$ cat src/rtl/fetch_queue.sv
// Instruction fetch queue: a PC register drives instruction memory every cycle there
// is room, and the fetched {inst, pc} pairs are buffered in a circular queue for decode.
module fetch_queue #(
   parameter int                 ADDR_W   = 32,
   parameter int                 INST_W   = 32,
   parameter int                 DEPTH    = 4,
   parameter logic [ADDR_W-1:0]  RESET_PC = '0
) (
   input  logic                         clk,
   input  logic                         rst_n,
   output logic                         imem_req,
   output logic [ADDR_W-1:0]            imem_addr,
   input  logic [INST_W-1:0]            imem_data,
   input  logic                         redirect_valid,
   input  logic [ADDR_W-1:0]            redirect_pc,
   output logic                         out_valid,
   input  logic                         out_ready,
   output logic [INST_W-1:0]            out_inst,
   output logic [ADDR_W-1:0]            out_pc,
   output logic [$clog2(DEPTH+1)-1:0]   count,
   output logic [15:0]                  redirect_cnt
);

   localparam int                 PTR_W    = $clog2(DEPTH);
   localparam int                 CNT_W    = $clog2(DEPTH+1);
   localparam logic [CNT_W-1:0]   FULL_CNT = CNT_W'(DEPTH);

   logic [ADDR_W-1:0] r_pc;
   logic [PTR_W-1:0]  r_head;
   logic [PTR_W-1:0]  r_tail;
   logic [CNT_W-1:0]  r_count;
   logic [15:0]       r_redirect_cnt;
   logic [INST_W-1:0] r_inst [DEPTH];
   logic [ADDR_W-1:0] r_ipc  [DEPTH];

   logic w_push;
   logic w_pop;
   logic w_out_valid;

   // Output handshake: an entry transfers to decode in a cycle where out_valid and
   // out_ready are both high at the rising edge; out_valid never waits on out_ready.
   // Fullness uses the registered count only, so a full queue pops first and refills
   // one cycle later.
   assign w_push      = rst_n & ~redirect_valid & (r_count != FULL_CNT);
   assign w_out_valid = rst_n & ~redirect_valid & (r_count != '0);
   assign w_pop       = w_out_valid & out_ready;

   assign imem_req     = w_push;
   assign imem_addr    = r_pc;
   assign out_valid    = w_out_valid;
   assign out_inst     = w_out_valid ? r_inst[r_head] : '0;
   assign out_pc       = w_out_valid ? r_ipc[r_head]  : '0;
   assign count        = r_count;
   assign redirect_cnt = r_redirect_cnt;

   always_ff @(posedge clk) begin
      if (!rst_n) begin
         r_pc           <= RESET_PC;
         r_head         <= '0;
         r_tail         <= '0;
         r_count        <= '0;
         r_redirect_cnt <= '0;
      end else if (redirect_valid) begin
         r_pc    <= redirect_pc;
         r_head  <= '0;
         r_tail  <= '0;
         r_count <= '0;
         if (r_redirect_cnt != 16'hFFFF) begin
            r_redirect_cnt <= r_redirect_cnt + 16'd1;
         end
      end else begin
         if (w_push) begin
            r_inst[r_tail] <= imem_data;
            r_ipc[r_tail]  <= r_pc;
            r_tail         <= r_tail + PTR_W'(1);
            r_pc           <= r_pc + ADDR_W'(1);
         end
         if (w_pop) begin
            r_head <= r_head + PTR_W'(1);
         end
         case ({w_push, w_pop})
            2'b10:   r_count <= r_count + CNT_W'(1);
            2'b01:   r_count <= r_count - CNT_W'(1);
            default: r_count <= r_count;
         endcase
      end
   end

endmodule

$ cat config.mk
export PLATFORM = sky130hd
export DESIGN_NAME = fetch_queue
export DESIGN_NICKNAME = d
export VERILOG_FILES = /design/src/rtl/fetch_queue.sv
export SDC_FILE = /design/constraint.sdc
export NUM_CORES = 1
export LEC_CHECK = 0
export ABC_AREA = 0
export CAP_MARGIN = 20
export CORE_MARGIN = 4
export CORE_UTILIZATION = 30
export CTS_BUF_LIST = sky130_fd_sc_hd__clkbuf_4
export DETAILED_ROUTE_END_ITERATION = 7
export GPL_TIMING_DRIVEN = 0
export SYNTH_ARGS = -nofsm -noshare
export SYNTH_HDL_FRONTEND = slang
export SYNTH_SLANG_ARGS = --single-unit
$ cat constraint.sdc
create_clock -name clk -period 4.7 [get_ports clk]
set_input_delay 1.175 -clock clk [delete_from_list [all_inputs] [get_ports clk]]
set_output_delay 1.175 -clock clk [all_outputs]
set_load 0.01 [all_outputs]
==> metrics.yaml <==
clocking:
  clock_latency_ns: 0.73
  cts_tree: "built"
  hold_buffers: 0
  cts_buffers: 85
  clk_pin_slew_ns: 0.07
  cts_setup_buffers: 0
  htreeDepth: 3
  clock-sinks: 313
  clockRootBuffer: "clkbuf_4"
  clockBufferDepth: 3
placement:
  dp_hpwl_um: 21700
  placed_cells: 1498
  gp_congestion: 0.845
  port_buffers: 184
  postPlaceCellArea_sq_um: 15400
global_routing:
  grt_max_degree: 39
  grt_antenna_before_repair: 7
  grt_util_met1_pct: 17.2
  met2_usage_pct: 22.4
  grt_util_all_layers_pct: 14.1
  grt-busiest-layer: "met2"
  grt_pass1_wl_um: 49600
  grt.overflow.total: 0
  grt_pass1_vias: 8327
  met3_usage_pct: 6.68
power_and_ir_drop:
  ir_worst_vdd_mv: 0.122
  p_leak_nw: 5.44
  powerDensity_nw_per_um2: 349
drt:
  drt_pass1_iterations: 5
  vias: 7731
  drt_iter0_markers: 400
  wire_per_inst_um: 19.8
  wirelength_um: 32500
  antenna_left: 0
  drc_errors: 0
  routed_via_density: 4.70
cells_and_area:
  finalNetCount: 1121
  drive_gt1_share_pct: 21.6
  utilization_pct: 39.2
  final_area_sq_um: 16400
  stdcell_count: 1644
  area_delta_synth_final_pct: 29.2
synth:
  synth_edf_count: 256
  ys_top_cells_by_count: "edfxtp_1, and2_1, mux4_2, dfxtp_1, nand2_1"
  synth_ff_type: "edfxtp_1"
  yosys_warnings: 0
  yosysMostFrequentCell: "edfxtp_1"
  netlist_top_cells_area: "edfxtp_1, mux4_2, dfxtp_1"
  synth_async_sr_flop_share_pct: 0
  postSynthAreaPerCell_sq_um: 16.5
  synth_top_area_share_pct: 60.4
  synth_area_sq_um: 12700
  syn_nets: 846
  ys_seq_area_share_pct: 69.4
  yosys.area.top_type: "edfxtp_1"
  syn_inst: 771
  yosys.cell_types.count: 39
  synth_seq_cells: 313
floorplan:
  die_h_um: 214
  die_w_um: 214
  dieArea_sq_um: 45800
  rows: 75
  start_util_pct: 30.3
  ios: 185
  core_area_sq_um: 41900
worst_setup_path:
  arrival_ns: 3.36
  crit_required_ns: 3.52
  critical_path.endpoint_type: "output pin"
  crit_type: "input pin to output pin"
  crit_fanout: 10
  start_kind: "input pin"
sta:
  slew_viol_final: 0
  hold_viol: 0
  finalCritPeriodShare_pct: 96.5
  hold_ws_ns: 0.499
  worst-slew-pin-transition_ns: 0.982
  setup_violations: 0
  relSlewSlack_pct: 33.9
  clock_skew_ns: 0.0526
  max_freq_ghz: 0.220
  min_period_ns: 4.54
  rsz0062_at_grt: "false"
run_status:
  status: "finished, final reports clean"
flow_run:
  max_cap_violations: 0
hold_path:
  holdCritPathClass: "flop to flop"
-- power by group --
group / switching [mW] / internal, mW
Sequential: 0.0633 / 3.07
Clock: 1.07 / 1.25
Combinational: 0.135 / 0.157
-- state kept, by name, indices dropped and copies added, names as in the netlist, named ones only --
| name | cells |
|---|---|
| r_inst | 128 |
| r_ipc | 128 |
| imem_addr | 32 |
| redirect_cnt | 16 |
| count | 3 |
| r_head | 2 |
| r_tail | 2 |
-- metrics by stage --
step | power (mW) | worst slack, ns | setup TNS (ns)
after floorplan | 3.29 | 1.05 | 0
after global placement | 3.48 | -0.990 | -265.28
after detailed placement | 3.49 | -0.626 | -20.58
after CTS | 5.86 | 0.0213 | 0
after global routing | 6.03 | 0.0115 | 0
final | 5.74 | 0.163 | 0
-- layout make-up --
cell class,count,area [sq um]
Antenna cell,3,7.51
Buffer,40,195
Clock buffer,123,923
Clock inverter,20,108
Fill cell,3972,25500
Inverter,6,22.5
Multi-Input combinational cell,412,3730
Sequential cell,313,8830
Tap cell,539,674
Timing Repair Buffer,188,1940
-- cell usage in the layout, fill, tap and decap left out, types with 4 or more instances in the layout --
cell             Yosys  routed
a211oi_1             4       4
a21oi_1             24      24
and2_1              89      89
and3_1              10       6
and3_4               0       4
and4_1               6       6
buf_2               11      11
clkbuf_1            27      16
clkbuf_2             0       7
clkbuf_4             0     127
clkdlybuf4s50_1      0     184
clkinv_1             0      14
dfxtp_1             57      57
edfxtp_1           256     256
ha_1                 7       7
inv_1                6       6
mux4_2              64      64
nand2_1             36      36
nand2b_1             5       4
nand3_1             13      13
nand4_1             19      19
nor2_1              12      11
nor3_1              11      11
nor3_2               4       4
nor4_1               6       6
o211a_1              5       5
o21ai_0             28      28
xnor2_1             30      30
xor2_1              22      22
-- repair_timing --
action | 4_1_cts | 5_1_grt
endpoints found under the setup margin | 55 | 43
pin swaps | 0 | 0
gates resized for setup | 10 | 14
-- worst max-delay path, cell delays in order --
cell and delay [ns]:
clkdlybuf4s50_1 0.56, nand2b_2 0.17, nor2_4 0.17, clkbuf_4 0.26, clkbuf_4 0.26, and2_1 0.15, clkdlybuf4s50_1 0.60
-- kinds of logic after synthesis --
group,after synthesis,synth area share (%)
DFF,313,69.4
and+or+nand+nor,224,10.5
muxes,66,11.5
AOI/OAI and AO/OA,63,2.77
xor gates and xnor gates,52,3.58
buffers and inverters,46,1.52
adders and majority gates,7,0.688
-- routing by layer --
| layer | wire [um] | vias up |
|---|---|---|
| li1 | - | 3570 |
| met1 | 13700 | 3815 |
| met2 | 15300 | 269 |
| met3 | 2830 | 67 |
| met4 | 641 | 10 |
| met5 | 70 | - |
-- worst paths after layout --
| kind | end | cells past startpoint | slack (ns) | startpoint |
|---|---|---|---|---|
| worst max-delay path | out_pc[11] | 7 | 0.16 | rst_n |
| worst min-delay path | r_tail[1] | 2 | 0.50 | r_tail[1] |
| worst max register to register | imem_addr[23] | 5 | 2.38 | imem_addr[2] |
| worst min register to register | r_tail[1] | 2 | 0.50 | r_tail[1] |
(Power assumes the default switching activity.)
